[src/rtl/fifo_pkg.sv]
// Shared defaults and types for the synchronous FIFO.
// The modules take their parameter defaults from here; benches use fifo_data_t directly.
package fifo_pkg;
  localparam int DATA_WIDTH = 16;
  localparam int DEPTH      = 8;
  localparam int ADDR_WIDTH = $clog2(DEPTH);

  typedef logic [DATA_WIDTH-1:0] fifo_data_t;
endpackage

[src/rtl/sync_fifo_mem.sv]
// DEPTH x DATA_WIDTH simple dual-port register array.
// Synchronous write port; registered read port that holds its value unless rd_en is high.
module sync_fifo_mem #(
  parameter int  DATA_WIDTH = fifo_pkg::DATA_WIDTH,
  parameter int  DEPTH      = fifo_pkg::DEPTH,
  localparam int ADDR_WIDTH = $clog2(DEPTH)
) (
  input  logic                  clk,
  input  logic                  rst_n,
  input  logic                  wr_en,
  input  logic [ADDR_WIDTH-1:0] wr_addr,
  input  logic [DATA_WIDTH-1:0] wr_data,
  input  logic                  rd_en,
  input  logic [ADDR_WIDTH-1:0] rd_addr,
  output logic [DATA_WIDTH-1:0] rd_data
);

  logic [DATA_WIDTH-1:0] mem_q [DEPTH];
  logic [DATA_WIDTH-1:0] rd_data_d, rd_data_q;

  // NOTE: the storage array has no reset; only the pointers decide which entries are valid.
  always_ff @(posedge clk) begin
    if (wr_en) begin
      mem_q[wr_addr] <= wr_data;
    end
  end

  // NOTE: the default hold value comes first so every path assigns rd_data_d and no latch is inferred.
  always_comb begin
    rd_data_d = rd_data_q;
    if (rd_en) begin
      rd_data_d = mem_q[rd_addr];
    end
  end

  // rst_n is active-high on this block despite its name.
  always_ff @(posedge clk or posedge rst_n) begin
    if (rst_n) begin
      rd_data_q <= '0;
    end else begin
      rd_data_q <= rd_data_d;
    end
  end

  assign rd_data = rd_data_q;

endmodule

[src/rtl/sync_fifo.sv]
// Single-clock FIFO: pointer/count bookkeeping, status flags and handshake pulses.
// Storage and the registered read port live in sync_fifo_mem.
module sync_fifo #(
  parameter int DATA_WIDTH = fifo_pkg::DATA_WIDTH,
  parameter int DEPTH      = fifo_pkg::DEPTH
) (
  input  logic                  clk,
  input  logic                  rst_n,
  input  logic [DATA_WIDTH-1:0] data_in,
  input  logic                  write_enable,
  input  logic                  read_enable,
  output logic [DATA_WIDTH-1:0] data_out,
  output logic                  full,
  output logic                  empty,
  output logic                  almost_full,
  output logic                  almost_empty,
  output logic                  write_ack,
  output logic                  overflow,
  output logic                  underflow
);

  localparam int ADDR_WIDTH = $clog2(DEPTH);
  localparam logic [ADDR_WIDTH:0] FULL_CNT = (ADDR_WIDTH+1)'(DEPTH);
  localparam logic [ADDR_WIDTH:0] AF_CNT   = (ADDR_WIDTH+1)'(DEPTH - 1);

  logic [ADDR_WIDTH-1:0] wr_ptr_d, wr_ptr_q;
  logic [ADDR_WIDTH-1:0] rd_ptr_d, rd_ptr_q;
  logic [ADDR_WIDTH:0]   count_d, count_q;
  logic                  write_ack_d, write_ack_q;
  logic                  overflow_d, overflow_q;
  logic                  underflow_d, underflow_q;
  logic                  wr_accept, rd_accept;

  assign full         = (count_q == FULL_CNT);
  assign empty        = (count_q == '0);
  assign almost_full  = (count_q == AF_CNT);
  assign almost_empty = (count_q == (ADDR_WIDTH+1)'(1));

  // Gating on the pre-edge flags gives the empty/full simultaneous cases for free:
  // an empty FIFO only writes, a full FIFO only reads.
  assign wr_accept = write_enable && !full;
  assign rd_accept = read_enable  && !empty;

  always_comb begin
    wr_ptr_d    = wr_ptr_q;
    rd_ptr_d    = rd_ptr_q;
    count_d     = count_q;
    write_ack_d = wr_accept;
    overflow_d  = write_enable && !wr_accept;
    underflow_d = read_enable  && !rd_accept;
    // DEPTH is a power of two, so pointer overflow is the modulo wrap.
    if (wr_accept) wr_ptr_d = wr_ptr_q + 1'b1;
    if (rd_accept) rd_ptr_d = rd_ptr_q + 1'b1;
    unique case ({wr_accept, rd_accept})
      2'b10:   count_d = count_q + 1'b1;
      2'b01:   count_d = count_q - 1'b1;
      default: count_d = count_q;
    endcase
  end

  // NOTE: sequential state uses non-blocking assignments so every flop samples pre-edge values.
  always_ff @(posedge clk or posedge rst_n) begin
    if (rst_n) begin
      wr_ptr_q    <= '0;
      rd_ptr_q    <= '0;
      count_q     <= '0;
      write_ack_q <= 1'b0;
      overflow_q  <= 1'b0;
      underflow_q <= 1'b0;
    end else begin
      wr_ptr_q    <= wr_ptr_d;
      rd_ptr_q    <= rd_ptr_d;
      count_q     <= count_d;
      write_ack_q <= write_ack_d;
      overflow_q  <= overflow_d;
      underflow_q <= underflow_d;
    end
  end

  assign write_ack = write_ack_q;
  assign overflow  = overflow_q;
  assign underflow = underflow_q;

  sync_fifo_mem #(
    .DATA_WIDTH (DATA_WIDTH),
    .DEPTH      (DEPTH)
  ) u_mem (
    .clk     (clk),
    .rst_n   (rst_n),
    .wr_en   (wr_accept),
    .wr_addr (wr_ptr_q),
    .wr_data (data_in),
    .rd_en   (rd_accept),
    .rd_addr (rd_ptr_q),
    .rd_data (data_out)
  );

endmodule

[config.mk]
export PLATFORM = sky130hd
export DESIGN_NAME = sync_fifo
export DESIGN_NICKNAME = d
export VERILOG_FILES = /design/src/rtl/fifo_pkg.sv /design/src/rtl/sync_fifo_mem.sv /design/src/rtl/sync_fifo.sv
export SDC_FILE = /design/constraint.sdc
export NUM_CORES = 1
export LEC_CHECK = 0
export BUFFER_PORTS_ARGS = -buffer_cell sky130_fd_sc_hd__buf_2
export CAP_MARGIN = 10
export CORE_MARGIN = 2
export CORE_UTILIZATION = 40
export DETAILED_ROUTE_END_ITERATION = 8
export GPL_ROUTABILITY_DRIVEN = 0
export PLACE_DENSITY_LB_ADDON = 0.05
export SYNTH_ARGS = -nofsm -noshare
export SYNTH_HDL_FRONTEND = slang
export SYNTH_HIERARCHICAL = 1
export SYNTH_SLANG_ARGS = --single-unit
[constraint.sdc]
create_clock -name clk -period 6.5 [get_ports clk]
set_input_delay 1.3 -clock clk [delete_from_list [all_inputs] [get_ports clk]]
set_output_delay 1.3 -clock clk [all_outputs]
set_load 0.01 [all_outputs]
## Word-level counts from Yosys, hierarchy flattened

Memories as Yosys holds them, arrays and structs flattened. A register that Yosys moved wholly into a read port is not among the register bits.
Index checks and enable logic that the tools add are counted.

| storage, ports and cells | value |
|---|---|
| bits in registers | 13 |
| bits in writable memories | 128 |
| bits of input ports | 20 |
| output and inout bits | 23 |
| word-level logic and storage cells | 29 |
| memories kept | 1 |

| operators by class | value |
|---|---|
| add/subtract/negate cells | 4 |
| equal/unequal tests | 5 |
| multiplexer cells | 3 |
| reduce and logical (&&, ||, !) cells | 10 |

Memories:

| memory | words | bits a word | rd ports | clocked after Yosys merged registers in | wr ports | line | RTL |
|---|---|---|---|---|---|---|---|
| u_mem.mem_q | 8 | 16 | 1 | 1 | 1 | sync_fifo_mem.sv:18 | `logic [DATA_WIDTH-1:0] mem_q [DEPTH];` |

Operator list:

| cell | count |
|---|---|
| one-hot mux 4 bit (2 select lines) | 1 |
| adder 3 x 1 -> 3 bit, second input constant | 2 |
| adder 4 x 1 -> 4 bit, second input constant | 1 |
| == test 4 x 1 -> 1 bit, second input constant | 1 |
| == test 4 x 3 -> 1 bit, second input constant | 1 |
| == test 4 bit, second input constant | 1 |
| logical AND 1 bit | 4 |
| zero test 1 bit | 4 |
| zero test 4 bit | 1 |
| subtractor 4 x 1 -> 4 bit, second input constant | 1 |
| == test 2 x 1 -> 1 bit, second input constant | 1 |
| == test 2 bit, second input constant | 1 |
| 2-to-1 mux 1 bit | 2 |
| nonzero test 2 bit | 1 |

## Depth between registers and ports, before layout

| logic depth | value |
|---|---|
| word-level depth | 5 |
| mapped depth | 9 |
| depth with buffers taken out | 9 |

## Cells and area by module

The synthesis kept the hierarchy.

Modules (own cells, without submodules):

| module | times used | cells an instance | area an instance (um^2) | sequential area each (um^2) |
|---|---|---|---|---|
| sync_fifo_mem | 1 | 326 | 5,662.9 | 4,244.1 |
| sync_fifo | 1 | 55 | 633.1 | 325.3 |

## Worst setup path before layout

Ideal clock, no wire load.

| timing path | value |
|---|---|
| path type | input -> register |
| start point | input port write_enable |
| end point | memory u_mem.mem_q[0][0], enable pin |
| setup time | 0.409 ns |
| arrival | 2.726 ns |
| data required time | 6.091 ns |
| slack | 3.364 ns |
| stages | 4 |
| path buffers | 0 |
| cells stage by stage | nand2_1 -> inv_1 -> nand2b_1 -> nor3_1 |

| between the ends | value |
|---|---|
| word-level cells in the longest chain between the ends | 3 |

RTL lines:

| what | line | RTL |
|---|---|---|
| start: declaration | sync_fifo.sv:10 | `input logic write_enable,` |
| logical AND 1 bit | sync_fifo.sv:41 | `assign wr_accept = write_enable && !full;` |
| net wr_accept | sync_fifo.sv:32 | `logic wr_accept, rd_accept;` |
| 2-to-1 mux 1 bit | sync_fifo_mem.sv:23 | `if (wr_en) begin` |
| 2-to-1 mux 1 bit (not written as such) | sync_fifo_mem.sv:24 | `mem_q[wr_addr] <= wr_data;` |
| end: declaration | sync_fifo_mem.sv:18 |  |

The timed path passes the listed nets, and every way through them passes these cells.

## Final worst setup path

| timing path | value |
|---|---|
| start point | register count_q[0] |
| end point | output port empty |

| between the ends | value |
|---|---|
| word-level cells in the longest chain between the ends | 1 |

RTL lines:

| what | line | RTL |
|---|---|---|
| start: declaration | sync_fifo.sv:28 | `logic [ADDR_WIDTH:0] count_d, count_q;` |
| start signal: assignment | sync_fifo.sv:73 | `count_q <= count_d;` |
| zero test 4 bit | sync_fifo.sv:35 | `assign empty = (count_q == '0);` |
| end: declaration | sync_fifo.sv:14 | `output logic empty,` |

No other way between the ends.

==> out/qor.yml <==
nFillCells: 1394
maxCapViolCount: 0
root_buffer: "clkbuf_16"
crit_fanout: 6
tightestPinTransition_ns: 1.04
yosysWarningCount: 6
fp.coreArea_sq_um: 15300
finalSetupViolCount: 0
grt_pass1_wl_um: 20200
synthArstFlopShare_pct: 18.5
synthesis.nets: 407
synth_xor_area_share_pct: 1.11
outcome: "complete, no violations"
worst-path-buf-inv: 3
rsz0062_at_grt: "no"
ys_ff_latch: 157
grt.total_usage_pct: 16.9
drt_pre_antenna_iters: 4
nets: 458
cts-resized-gates: 0
clkPwrFrac_pct: 28.7
synth_area_leader_cell: "edfxtp_1"
post-route-period-util_pct: 46.2
drc: 0
hold_viol_final: 0
die_h_um: 129
tns_ns: 0
worstPathCellList: "inv_1, ha_1, or3b_1, inv_1, buf_2"
yosys-top-cells-count: "edfxtp_1, mux2i_1, nor2b_1, dfrtp_1, nand3_1"
arrival_ns: 1.71
syn_to_final_growth_pct: 15.6
period_minus_slack_ns: 3.01
slowest_stage: "dfrtp_1"
fin_area_sq_um: 7280
cts_buffers: 17
clock-sinks: 157
placedCellCount: 624
clockBufferDepth: 2
cp.required_ns: 5.20
drt_iter0_drc: 259
ioPinCount: 43
synthMuxAreaShare_pct: 8.15
finalClockSkew_ns: 0.00761
critPathTopFamily: "flip-flops"
postCtsSetupBuffers: 0
comb_power_share_pct: 26.2
finalMaxSlewViolations: 0
hp-class: "reg2reg"
insertion_delay_ns: 0.41
power.share.switching_pct: 31.0
worst_path_most_repeated_cell: "inv_1"
switchingPower_mw: 1.02
postSynthAreaPerCell_sq_um: 16.5
diodes: 0
yosysMostFrequentCell: "edfxtp_1"
synth_fa_ha_area_share_pct: 1.19
io_buffers: 42
clkTransAtPathRegs_ns: 0.06
drive_above_1_share_pct: 18.9
synth_seq_area_share_pct: 72.6
overflow: 0
power.internal_mw: 2.28
fmax_mhz: 333
total_power_mw: 3.31
relSlewSlack_pct: 31.0
end_kind: "output pin"
netlist_instances: 381
synthSimpleGateAreaFrac_pct: 7.19
antenna_found_initial: 0
antenna_left: 0
die_w_um: 129
power_density_nw_per_um2: 454
routed_wl_um: 13000
cts-hold-fix-buffers: 0
critPathMaxStageDelay_ns: 0.44
synth_compound_area_share_pct: 6.90
synth_ff_type: "edfxtp_1"
start_util_pct: 41.1
placed_cell_area_sq_um: 6720
critPathLaunchType: "flop"
yosys-top-cells-area: "edfxtp_1, dfrtp_1, mux2i_1"
vdd_ir_drop_max_v: 0.000248
wl_per_cell_um: 19.9
synth_edf_count: 128
critical_path_class: "reg2out"
synth_top_family_by_area: "multiplexers"
htreeDepth: 4
seqPwrFrac_pct: 45.1
whs_ns: 0.509
cts_tree: "done"
hpwlAfterDp_um: 7700
routed_via_density: 5.10
syn_area_sq_um: 6300
synthDistinctLibCells: 31
grt_pass1_vias: 3437
leakage_nw: 2.78
die_area_sq_um: 16800
rows: 45
grt_max_degree: 51
yosys.area.top_type_share_pct: 61.0
via_count: 3343
stdcell_count: 655
sequential cells by signal, summed over array words and instances, names as in the netlist:
signal / flops
overflow: 1
underflow: 1
write_ack: 1
u_mem/rd_data: 16
u_mem/mem_q: 128
rd_ptr_q: 3
count_q: 4
wr_ptr_q: 3
metal layers:
metal	vias up	global-route usage, %	routed length (um)
li1	1568	-	-
met3	7	4.54	487
met2	58	26.8	6240
met4	0	4.55	111
met5	-	0	0
met1	1710	23.1	6160
per-stage QoR:
step / setup WS, ns / utilization, %
6_report: 3.49 / 47.5
5_1_grt: 3.37 / 47.5
4_1_cts: 3.46 / 47.5
3_5_place_dp: 3.32 / 43.9
3_3_place_gp: 3.37 / 43.9
2_1_floorplan: 3.36 / -
power by group through the flow:
stage / sequential, mW / combinational, mW / clock [mW]
final: 1.49 / 0.866 / 0.950
after global routing: 1.52 / 0.960 / 1.02
after CTS: 1.50 / 0.889 / 0.973
after detailed placement: 1.52 / 0.886 / 0
after global placement: 1.52 / 0.883 / 0
after floorplan: 1.42 / 0.701 / 0
final cells by class:
class	count	area, sq um	area share (%)
clock buffer	20	437	6.00
clock inverter	11	126	1.74
inverter	8	30.0	0.412
multi-input combinational	195	1560	21.4
sequential	157	4570	62.8
tap	211	264	3.63
timing repair buffer	53	293	4.02
final timing paths:
check,start,slack (ns),cells after the start,endpoint
worst max-delay path,count_q[0]$_DFFE_PP0P_,3.49,5,empty
min in group asynchronous,rst_n,0.92,2,overflow$_DFF_PP0_
worst min-delay path,wr_ptr_q[2]$_DFFE_PP0P_,0.51,1,wr_ptr_q[2]$_DFFE_PP0P_
worst max register to register,count_q[0]$_DFFE_PP0P_,3.83,10,count_q[3]$_DFFE_PP0P_
max in group asynchronous,rst_n,4.75,2,u_mem/rd_data[8]$_DFFE_PP0P_
worst min register to register,wr_ptr_q[2]$_DFFE_PP0P_,0.51,1,wr_ptr_q[2]$_DFFE_PP0P_
cell usage in the layout (no fill, tap or decap), types with 5 or more instances in the layout:
cell type,netlist,routed
nand2_1,6,6
dfrtp_1,29,28
mux2i_1,49,49
nand3_1,18,18
edfxtp_1,128,128
a211o_1,16,16
buf_4,7,11
a22oi_1,16,16
xnor2_1,6,6
inv_1,8,8
a41o_1,16,16
buf_2,1,42
nor2b_1,33,33
clkbuf_16,0,17
clkinv_1,0,5
nor2_1,10,9
ha_1,6,6
kinds of logic (layout without fill, tap and decap cells):
logic type | Yosys count | after routing
flip-flops | 157 | 157
AND/OR/NAND/NOR | 80 | 80
multiplexers | 51 | 51
AO/OA/AOI/OAI | 50 | 50
buffers and inverters | 29 | 92
XOR/XNOR | 8 | 8
adder cells (fa/ha/maj) | 6 | 6
Note: power is estimated with default switching activity, not from simulation.
